===== config.mk =====
export PLATFORM = sky130hd
export DESIGN_NAME = alu_rr_arbiter_flat
export DESIGN_NICKNAME = d
export VERILOG_FILES = /design/src/rtl/alu_rr_arbiter_pkg.sv /design/src/rtl/alu_rr_arbiter_if.sv /design/src/rtl/alu_rr_arbiter_rr_arb2.sv /design/src/rtl/alu_rr_arbiter.sv /design/src/flat_wrapper.sv
export SDC_FILE = /design/constraint.sdc
export NUM_CORES = 1
export LEC_CHECK = 0
export ABC_AREA = 1
export BUFFER_PORTS_ARGS = -buffer_cell sky130_fd_sc_hd__buf_2
export CORE_AREA = 2 2 243 245
export CTS_CLUSTER_DIAMETER = 200
export CTS_CLUSTER_SIZE = 12
export DETAILED_ROUTE_END_ITERATION = 6
export DIE_AREA = 0 0 245 247
export MAX_ROUTING_LAYER = met4
export PLACE_DENSITY = 0.52
export SETUP_SLACK_MARGIN = 0.2
export SLEW_MARGIN = 30
export SYNTH_ARGS = -nofsm -noshare
export SYNTH_HDL_FRONTEND = slang
export SYNTH_SLANG_ARGS = --single-unit

===== constraint.sdc =====
create_clock -name clk -period 1.24 [get_ports clk]
set_input_delay 0.124 -clock clk [delete_from_list [all_inputs] [get_ports clk]]
set_output_delay 0.124 -clock clk [all_outputs]
set_load 0.01 [all_outputs]

===== src/rtl/alu_rr_arbiter_pkg.sv =====
// Shared types and helpers for the two-port ALU round-robin arbiter.
// The legal-op helper is only referenced when ALU_ARB_OPCHECK_EN is defined.
package alu_arb_pkg;

  typedef enum logic [1:0] {
    IDLE = 2'd0,
    EXEC = 2'd1,
    RESP = 2'd2
  } arb_state_e;

  localparam logic [6:0] F7_BASE = 7'b0000000;
  localparam logic [6:0] F7_ALT  = 7'b0100000;

  // Alternate encoding only exists for SUB (000) and SRA (101).
  function automatic logic op_legal(input logic [6:0] funct7, input logic [2:0] funct3);
    logic legal;
    legal = 1'b0;
    if (funct7 == F7_BASE) begin
      legal = 1'b1;
    end else if (funct7 == F7_ALT) begin
      legal = (funct3 == 3'b000) || (funct3 == 3'b101);
    end
    return legal;
  endfunction

endpackage


===== src/rtl/alu_rr_arbiter_if.sv =====
// Bundle of requester handshakes, response handshakes and ALU connections.
// slave = arbiter side, master = requesters plus ALU.
interface alu_rr_arbiter_if #(
  parameter int XLEN = 64
) ();

  logic            req0_valid;
  logic            req0_ready;
  logic [2:0]      req0_funct3;
  logic [6:0]      req0_funct7;
  logic [XLEN-1:0] req0_rs1;
  logic [XLEN-1:0] req0_rs2;

  logic            req1_valid;
  logic            req1_ready;
  logic [2:0]      req1_funct3;
  logic [6:0]      req1_funct7;
  logic [XLEN-1:0] req1_rs1;
  logic [XLEN-1:0] req1_rs2;

  logic            rsp0_valid;
  logic            rsp0_ready;
  logic [XLEN-1:0] rsp0_rd;
  logic            rsp0_err;

  logic            rsp1_valid;
  logic            rsp1_ready;
  logic [XLEN-1:0] rsp1_rd;
  logic            rsp1_err;

  logic [2:0]      alu_funct3;
  logic [6:0]      alu_funct7;
  logic [XLEN-1:0] alu_rs1;
  logic [XLEN-1:0] alu_rs2;
  logic [XLEN-1:0] alu_rd;

  modport slave (
    input  req0_valid, req0_funct3, req0_funct7, req0_rs1, req0_rs2,
    output req0_ready,
    input  req1_valid, req1_funct3, req1_funct7, req1_rs1, req1_rs2,
    output req1_ready,
    output rsp0_valid, rsp0_rd, rsp0_err,
    input  rsp0_ready,
    output rsp1_valid, rsp1_rd, rsp1_err,
    input  rsp1_ready,
    output alu_funct3, alu_funct7, alu_rs1, alu_rs2,
    input  alu_rd
  );

  modport master (
    output req0_valid, req0_funct3, req0_funct7, req0_rs1, req0_rs2,
    input  req0_ready,
    output req1_valid, req1_funct3, req1_funct7, req1_rs1, req1_rs2,
    input  req1_ready,
    input  rsp0_valid, rsp0_rd, rsp0_err,
    output rsp0_ready,
    input  rsp1_valid, rsp1_rd, rsp1_err,
    output rsp1_ready,
    input  alu_funct3, alu_funct7, alu_rs1, alu_rs2,
    output alu_rd
  );

endinterface


===== src/rtl/alu_rr_arbiter_rr_arb2.sv =====
// Two-way round-robin grant: a lone requester always wins, ptr breaks ties.
// Purely combinational; grant is one-hot or zero.
module rr_arb2 (
  input  logic [1:0] valid,
  input  logic       ptr,
  output logic [1:0] grant
);

  assign grant[0] = valid[0] & (~valid[1] | ~ptr);
  assign grant[1] = valid[1] & (~valid[0] |  ptr);

endmodule


===== src/rtl/alu_rr_arbiter.sv =====
// Round-robin arbiter/sequencer in front of the shared combinational RV64 ALU.
// Optional illegal-op screening is enabled by defining ALU_ARB_OPCHECK_EN.
module alu_rr_arbiter
  import alu_arb_pkg::*;
#(
  parameter int XLEN = 64
) (
  input  logic              clk,
  input  logic              rst,
  alu_rr_arbiter_if.slave   bus
);

  arb_state_e      state_q, state_d;
  logic            ptr_q, ptr_d;
  logic            owner_q, owner_d;
  logic [2:0]      f3_q, f3_d;
  logic [6:0]      f7_q, f7_d;
  logic [XLEN-1:0] rs1_q, rs1_d;
  logic [XLEN-1:0] rs2_q, rs2_d;
  logic [XLEN-1:0] rd_q, rd_d;
`ifdef ALU_ARB_OPCHECK_EN
  logic            err_q, err_d;
`endif

  logic [1:0]      req_valid;
  logic [1:0]      grant;
  logic [1:0]      rsp_ready;
  logic            accept;
  logic [2:0]      sel_f3;
  logic [6:0]      sel_f7;
  logic [XLEN-1:0] sel_rs1;
  logic [XLEN-1:0] sel_rs2;

  logic            rsp_valid [2];
  logic [XLEN-1:0] rsp_rd    [2];
  logic            rsp_err   [2];

  assign req_valid = {bus.req1_valid, bus.req0_valid};
  assign rsp_ready = {bus.rsp1_ready, bus.rsp0_ready};

  rr_arb2 u_rr_arb2 (
    .valid (req_valid),
    .ptr   (ptr_q),
    .grant (grant)
  );

  assign accept  = (state_q == IDLE) && (grant != 2'b00);
  assign sel_f3  = grant[1] ? bus.req1_funct3 : bus.req0_funct3;
  assign sel_f7  = grant[1] ? bus.req1_funct7 : bus.req0_funct7;
  assign sel_rs1 = grant[1] ? bus.req1_rs1    : bus.req0_rs1;
  assign sel_rs2 = grant[1] ? bus.req1_rs2    : bus.req0_rs2;

  always_comb begin
    state_d = state_q;
    ptr_d   = ptr_q;
    owner_d = owner_q;
    f3_d    = f3_q;
    f7_d    = f7_q;
    rs1_d   = rs1_q;
    rs2_d   = rs2_q;
    rd_d    = rd_q;
`ifdef ALU_ARB_OPCHECK_EN
    err_d   = err_q;
`endif
    unique case (state_q)
      IDLE: begin
        if (accept) begin
          owner_d = grant[1];
          f3_d    = sel_f3;
          f7_d    = sel_f7;
          rs1_d   = sel_rs1;
          rs2_d   = sel_rs2;
          state_d = EXEC;
`ifdef ALU_ARB_OPCHECK_EN
          // Illegal ops still load the ALU inputs but bypass EXEC entirely.
          if (op_legal(sel_f7, sel_f3)) begin
            err_d = 1'b0;
          end else begin
            err_d   = 1'b1;
            rd_d    = '0;
            state_d = RESP;
          end
`endif
        end
      end
      EXEC: begin
        rd_d    = bus.alu_rd;
        state_d = RESP;
      end
      RESP: begin
        if (rsp_ready[owner_q]) begin
          ptr_d   = ~owner_q;
          state_d = IDLE;
        end
      end
      default: state_d = IDLE;
    endcase
  end

  always_ff @(posedge clk) begin
    if (rst) begin
      state_q <= IDLE;
      ptr_q   <= 1'b0;
      owner_q <= 1'b0;
      f3_q    <= '0;
      f7_q    <= '0;
      rs1_q   <= '0;
      rs2_q   <= '0;
      rd_q    <= '0;
`ifdef ALU_ARB_OPCHECK_EN
      err_q   <= 1'b0;
`endif
    end else begin
      state_q <= state_d;
      ptr_q   <= ptr_d;
      owner_q <= owner_d;
      f3_q    <= f3_d;
      f7_q    <= f7_d;
      rs1_q   <= rs1_d;
      rs2_q   <= rs2_d;
      rd_q    <= rd_d;
`ifdef ALU_ARB_OPCHECK_EN
      err_q   <= err_d;
`endif
    end
  end

  // Non-owner response lanes are forced to zero so they never leak the result.
  for (genvar gi = 0; gi < 2; gi++) begin : g_rsp
    localparam logic IDX = 1'(gi);
    assign rsp_valid[gi] = (state_q == RESP) && (owner_q == IDX);
    assign rsp_rd[gi]    = rsp_valid[gi] ? rd_q : '0;
`ifdef ALU_ARB_OPCHECK_EN
    assign rsp_err[gi]   = rsp_valid[gi] & err_q;
`else
    assign rsp_err[gi]   = 1'b0;
`endif
  end

  assign bus.req0_ready = (state_q == IDLE) & grant[0];
  assign bus.req1_ready = (state_q == IDLE) & grant[1];

  assign bus.rsp0_valid = rsp_valid[0];
  assign bus.rsp0_rd    = rsp_rd[0];
  assign bus.rsp0_err   = rsp_err[0];
  assign bus.rsp1_valid = rsp_valid[1];
  assign bus.rsp1_rd    = rsp_rd[1];
  assign bus.rsp1_err   = rsp_err[1];

  assign bus.alu_funct3 = f3_q;
  assign bus.alu_funct7 = f7_q;
  assign bus.alu_rs1    = rs1_q;
  assign bus.alu_rs2    = rs2_q;

endmodule


===== src/flat_wrapper.sv =====
// flat-port wrapper written by rule: the top's interface ports become plain ports
module alu_rr_arbiter_flat import alu_arb_pkg::*;
#(
  parameter int XLEN = 64
)
  (clk, rst, bus_req0_valid, bus_req0_funct3, bus_req0_funct7, bus_req0_rs1, bus_req0_rs2, bus_req0_ready, bus_req1_valid, bus_req1_funct3, bus_req1_funct7, bus_req1_rs1, bus_req1_rs2, bus_req1_ready, bus_rsp0_valid, bus_rsp0_rd, bus_rsp0_err, bus_rsp0_ready, bus_rsp1_valid, bus_rsp1_rd, bus_rsp1_err, bus_rsp1_ready, bus_alu_funct3, bus_alu_funct7, bus_alu_rs1, bus_alu_rs2, bus_alu_rd);
  alu_rr_arbiter_if #(.XLEN(XLEN)) bus_i ();
  input  logic clk;
  input  logic rst;
  input wire logic [$bits(bus_i.req0_valid)-1:0] bus_req0_valid;
  input wire logic [$bits(bus_i.req0_funct3)-1:0] bus_req0_funct3;
  input wire logic [$bits(bus_i.req0_funct7)-1:0] bus_req0_funct7;
  input wire logic [$bits(bus_i.req0_rs1)-1:0] bus_req0_rs1;
  input wire logic [$bits(bus_i.req0_rs2)-1:0] bus_req0_rs2;
  output wire logic [$bits(bus_i.req0_ready)-1:0] bus_req0_ready;
  input wire logic [$bits(bus_i.req1_valid)-1:0] bus_req1_valid;
  input wire logic [$bits(bus_i.req1_funct3)-1:0] bus_req1_funct3;
  input wire logic [$bits(bus_i.req1_funct7)-1:0] bus_req1_funct7;
  input wire logic [$bits(bus_i.req1_rs1)-1:0] bus_req1_rs1;
  input wire logic [$bits(bus_i.req1_rs2)-1:0] bus_req1_rs2;
  output wire logic [$bits(bus_i.req1_ready)-1:0] bus_req1_ready;
  output wire logic [$bits(bus_i.rsp0_valid)-1:0] bus_rsp0_valid;
  output wire logic [$bits(bus_i.rsp0_rd)-1:0] bus_rsp0_rd;
  output wire logic [$bits(bus_i.rsp0_err)-1:0] bus_rsp0_err;
  input wire logic [$bits(bus_i.rsp0_ready)-1:0] bus_rsp0_ready;
  output wire logic [$bits(bus_i.rsp1_valid)-1:0] bus_rsp1_valid;
  output wire logic [$bits(bus_i.rsp1_rd)-1:0] bus_rsp1_rd;
  output wire logic [$bits(bus_i.rsp1_err)-1:0] bus_rsp1_err;
  input wire logic [$bits(bus_i.rsp1_ready)-1:0] bus_rsp1_ready;
  output wire logic [$bits(bus_i.alu_funct3)-1:0] bus_alu_funct3;
  output wire logic [$bits(bus_i.alu_funct7)-1:0] bus_alu_funct7;
  output wire logic [$bits(bus_i.alu_rs1)-1:0] bus_alu_rs1;
  output wire logic [$bits(bus_i.alu_rs2)-1:0] bus_alu_rs2;
  input wire logic [$bits(bus_i.alu_rd)-1:0] bus_alu_rd;
  assign bus_i.req0_valid = bus_req0_valid;
  assign bus_i.req0_funct3 = bus_req0_funct3;
  assign bus_i.req0_funct7 = bus_req0_funct7;
  assign bus_i.req0_rs1 = bus_req0_rs1;
  assign bus_i.req0_rs2 = bus_req0_rs2;
  assign bus_req0_ready = bus_i.req0_ready;
  assign bus_i.req1_valid = bus_req1_valid;
  assign bus_i.req1_funct3 = bus_req1_funct3;
  assign bus_i.req1_funct7 = bus_req1_funct7;
  assign bus_i.req1_rs1 = bus_req1_rs1;
  assign bus_i.req1_rs2 = bus_req1_rs2;
  assign bus_req1_ready = bus_i.req1_ready;
  assign bus_rsp0_valid = bus_i.rsp0_valid;
  assign bus_rsp0_rd = bus_i.rsp0_rd;
  assign bus_rsp0_err = bus_i.rsp0_err;
  assign bus_i.rsp0_ready = bus_rsp0_ready;
  assign bus_rsp1_valid = bus_i.rsp1_valid;
  assign bus_rsp1_rd = bus_i.rsp1_rd;
  assign bus_rsp1_err = bus_i.rsp1_err;
  assign bus_i.rsp1_ready = bus_rsp1_ready;
  assign bus_alu_funct3 = bus_i.alu_funct3;
  assign bus_alu_funct7 = bus_i.alu_funct7;
  assign bus_alu_rs1 = bus_i.alu_rs1;
  assign bus_alu_rs2 = bus_i.alu_rs2;
  assign bus_i.alu_rd = bus_alu_rd;
  alu_rr_arbiter #(.XLEN(XLEN)) u_core (.clk(clk), .rst(rst), .bus(bus_i));
endmodule

### Word level (Yosys, flattened, before mapping)

Cells that the tools add are included.

| word-level totals | value |
|---|---|
| bits in registers | 206 |
| input bits | 346 |
| output and inout port bits | 272 |
| logic and storage cells | 42 |

| cells by class | value |
|---|---|
| order comparisons | 1 |
| equal/unequal tests | 4 |
| muxes and demuxes | 11 |
| bitwise gates (word level) | 10 |
| reductions and logical operators | 8 |

Operator list:

| kind | count |
|---|---|
| $mux 64 | 4 |
| $mux 7 | 1 |
| $pmux 2 s3 | 1 |
| $reduce_and 2->1 | 3 |
| $and 1x1->1 | 4 |
| $mux 2 | 2 |
| $ne 2x1->1 const B | 2 |
| $not 1->1 | 4 |
| $logic_and 1x1->1 | 3 |
| $mux 3 | 1 |
| $eq 2x1->1 const B | 1 |
| $eq 2x2->1 const B | 1 |
| $logic_not 2->1 | 1 |
| $lt 1x2->1 const B | 1 |
| $mux 1 | 2 |
| $or 1x1->1 | 2 |
| $reduce_bool 2->1 | 1 |

### Longest topological paths before layout

| depth | value |
|---|---|
| depth after elaboration | 7 |
| mapped depth | 9 |

### Modules after synthesis

From an unflattened synthesis, not the netlist that was laid out.

| second synthesis, totals | value |
|---|---|
| cell total of the unflattened synthesis | 1845 |
| area total of the unflattened synthesis | 10551.4 µm² |

By module, submodules not included:

| module | instances | cells an instance | area an instance (µm²) |
|---|---|---|---|
| alu_rr_arbiter | 1 | 1840 | 10531.4 |
| rr_arb2 | 1 | 5 | 20.0 |

### Least setup slack after synthesis

No wires, ideal clock.

| timing | value |
|---|---|
| kind | register to output |
| start point | reg u_core.state_q[1] |
| end point | out bus_rsp0_rd[54] |
| data arrival time | 1119 ps |
| slack | -3 ps |
| cell stages (with the launch flop) | 7 |
| path through | dfxtp_1 > inv_1 > nor2_1 > nand2_1 > buf_2 > buf_2 > nor2_1 |

| between the ends | value |
|---|---|
| word-level cells in the longest chain between the ends | 3 |

RTL lines:

| item | RTL line | source |
|---|---|---|
| from (decl) | alu_rr_arbiter.sv:13 | `arb_state_e state_q, state_d;` |
| from (signal assigned) | alu_rr_arbiter.sv:114 | `state_q <= state_d;` |
| $eq 2x2->1 | alu_rr_arbiter.sv:131 | `assign rsp_valid[gi] = (state_q == RESP) && (owner_q == IDX);` |
| $logic_and 1x1->1 | alu_rr_arbiter.sv:131 |  |
| $mux 64 | alu_rr_arbiter.sv:132 | `assign rsp_rd[gi] = rsp_valid[gi] ? rd_q : '0;` |
| to (decl) | flat_wrapper.sv:23 | `output wire logic [$bits(bus_i.rsp0_rd)-1:0] bus_rsp0_rd;` |

No other way between the ends.

### Worst setup path after layout

| timing | value |
|---|---|
| start point | reg u_core.state_q[0] |
| end point | out bus_rsp1_rd[12] |

| between the ends | value |
|---|---|
| word-level cells in the longest chain between the ends | 3 |

RTL lines:

| item | RTL line | source |
|---|---|---|
| $eq 2x2->1 | alu_rr_arbiter.sv:131 |  |
| $logic_and 1x1->1 | alu_rr_arbiter.sv:131 |  |
| $mux 64 | alu_rr_arbiter.sv:132 |  |
| to (decl) | flat_wrapper.sv:27 | `output wire logic [$bits(bus_i.rsp1_rd)-1:0] bus_rsp1_rd;` |

No other way between the ends.

==> flow_metrics.py <==
metrics = {
    "yosys": {
        "yosys_warnings": 0,
        "synth_top_area_cell": "dfxtp_1",
        "synthCells": 1807,
        "synth.area.top_cells": "dfxtp_1 (38%), nand2_1 (15%), nor2_1 (14%), nand3_1 (13%), inv_1 (7.3%)",
        "ys_types": 19,
        "syn_area_um2": 10900,
        "synth_top_area_share_pct": 37.8,
        "syn_area_per_cell_um2": 6.04,
        "yosysSeqAreaShare_pct": 37.8,
        "ys_ff_latch": 206,
    },
    "final_layout": {
        "final_layout_size_suffix_gt1_share_pct": 37.1,
        "final_util_pct": 38.5,
        "instances_no_fill": 3623,
        "syn_to_final_growth_pct": 105,
        "final_cell_area_um2": 22400,
        "fillers": 5933,
        "nets": 3194,
    },
    "timing": {
        "hold_viol": 0,
        "finalMaxSlewViolations": 0,
        "rsz0062_at_grt": "yes",
        "max_freq_mhz": 518,
        "min_period_over_period_pct": 156,
        "setup_viol": 334,
        "setup_slack_ps": -691,
        "skew_ps": 16.7,
        "period_needed_ps": 1930,
        "fin_tns_setup_ps": -152950,
        "hold_slack_ps": 24.2,
    },
    "floorplan": {
        "chipWidth_um": 245,
        "core_um2": 58200,
        "dieArea_um2": 60500,
        "initial_core_util_pct": 18.7,
        "chipHeight_um": 247,
        "ios": 618,
        "num_rows": 89,
    },
    "clock_network": {
        "cts_tree": "done",
        "cts_sinks": 206,
        "root_buffer": "clkbuf_16",
        "insertion_delay_ps": 530,
        "path_clk_slew_ps": 60,
        "ctsHtreeMaxLevel": 1,
        "cts_inserted_buffers": 21,
        "clock_path_buffers": 3,
    },
    "global_routing": {
        "gr-usage-all-layers_pct": 16.1,
        "overflow": 0,
        "grt_max_degree": 47,
        "grt_first_pass_wirelength_mm": 75.9,
        "grt_pass1_vias": 14200,
        "antenna_found_initial": 2,
    },
    "placed_design": {
        "io_buffers": 615,
        "placed_cell_area_um2": 16700,
        "place_hpwl_mm": 36.7,
        "post-place-cells": 3213,
        "dp_slack_ps": -193,
        "gp_congestion": 0.864,
    },
    "power": {
        "total_power_mw": 22.8,
        "p_per_area_nw_per_um2": 1020,
        "irDropWorstVdd_v": 0.000724,
        "p_leak_nw": 11.1,
    },
    "min_path": {
        "hp-class": "input pin to flip-flop",
    },
    "route": {
        "drtAntennaViolNets": 0,
        "detail_route.wl_per_cell_um": 15.6,
        "vias": 15200,
        "routed_wl_mm": 56.7,
        "drc": 0,
        "firstDrtPassIters": 6,
        "dr.first_iter.drc_count": 639,
        "routed_via_density": 4.20,
    },
    "job": {
        "maxCapViolCount": 0,
    },
    "worst_setup_path": {
        "crit_path_start_kind": "flip-flop",
        "crit_type": "flip-flop to output port",
        "end_kind": "output port",
        "cp.arrival_ps": 1810,
        "reg2reg_slack_ps": -530,
        "path_max_fanout": 14,
        "cp.required_ps": 1120,
    },
    "status": {
        "violations": "negative setup slack",
        "status": "finished with violations",
    },
}
==> path summary, 6_finish.rpt <==
check,startpoint,endpoint,cells past startpoint
worst min-delay path,bus_req1_rs1[21],u_core.bus.alu_rs1[21],5
worst min register to register,u_core.rd_q[7],u_core.rd_q[7],2
worst max register to register,u_core.state_q[0],u_core.bus.alu_rs1[24],11
worst max-delay path,u_core.state_q[0],bus_rsp1_rd[12],7
==> metal layers <==
layer	vias up	routed length (µm)	global-route usage (%)
li1	7627	-	-
met1	6827	22400	18.2
met2	620	28700	28.2
met3	146	3550	3.08
met4	0	2010	5.92
met5	-	0	-
==> timing repair <==
action	4_1_cts	5_1_grt
hold buffers	330	0
gates cloned	0	29
buffers inserted	2	24
hold endpoints to repair	200	0
resized for setup	24	231
setup endpoints to repair	476	476
pin swaps	2	49
==> power by group <==
group          switching (mW)  total (mW)  internal [mW]
clock network            2.72        5.73           3.01
logic                    4.82        9.21           4.39
registers               0.356        7.82           7.46
==> synthesized netlist by cell type (all sizes together) <==
library cell    n
o21ai          64
conb            1
clkbuf         42
buf           101
a21oi          67
o31ai           1
inv           212
nand3         280
dfxtp         206
nand2         425
nor2          408
==> kinds of logic after synthesis <==
family	share of synthesized area, %
compound gates	6.08
buf+inv	14.3
flops	37.8
other cells	0.0344
simple gates	41.7
==> worst max-delay path: stages (launching register included) <==
cell	delay, ps
dfxtp_4	350
buf_12	120
nor2_4	150
buf_12	150
nand2_8	90
buf_16	190
nor2_2	100
buf_2	130
==> layout make-up <==
| class | count | area [µm²] | share of cell area (%) |
|---|---|---|---|
| timing repair buffer | 1155 | 9400 | 42.0 |
| multi-input combinational | 1252 | 6550 | 29.2 |
| sequential | 206 | 4130 | 18.4 |
| tap | 773 | 967 | 4.32 |
| inverter | 212 | 808 | 3.61 |
| clock buffer | 22 | 529 | 2.36 |
| clock inverter | 1 | 11.3 | 0.0503 |
| antenna | 2 | 5.00 | 0.0223 |
==> flip-flops by register name (all words and copies together), names as in the netlist <==
register and cells:
u_core.bus.alu_rs1 64, u_core.bus.alu_rs2 64, u_core.rd_q 64, u_core.bus.alu_funct7 7, u_core.bus.alu_funct3 3, u_core.state_q 2
u_core.owner_q 1, u_core.ptr_q 1
==> layout by cell type (no fill, tap or decap), types with 2 or more instances in the layout <==
cell type,instances
buf_2,576
nand2_1,419
dlygate4sd3_1,330
nand3_1,269
nor2_1,242
inv_1,205
dfxtp_1,203
nor2_4,127
buf_4,100
buf_6,66
a21oi_1,60
o21ai_0,55
buf_12,42
clkbuf_16,41
nor2_2,39
buf_8,16
nand3_2,9
nand2_8,6
a21oi_2,6
nand2_4,5
buf_16,5
inv_2,4
o21ai_4,3
o21ai_1,3
o21ai_2,3
diode_2,2
nand3_4,2
conb_1,2
dfxtp_2,2
(Power assumes the default switching activity.)
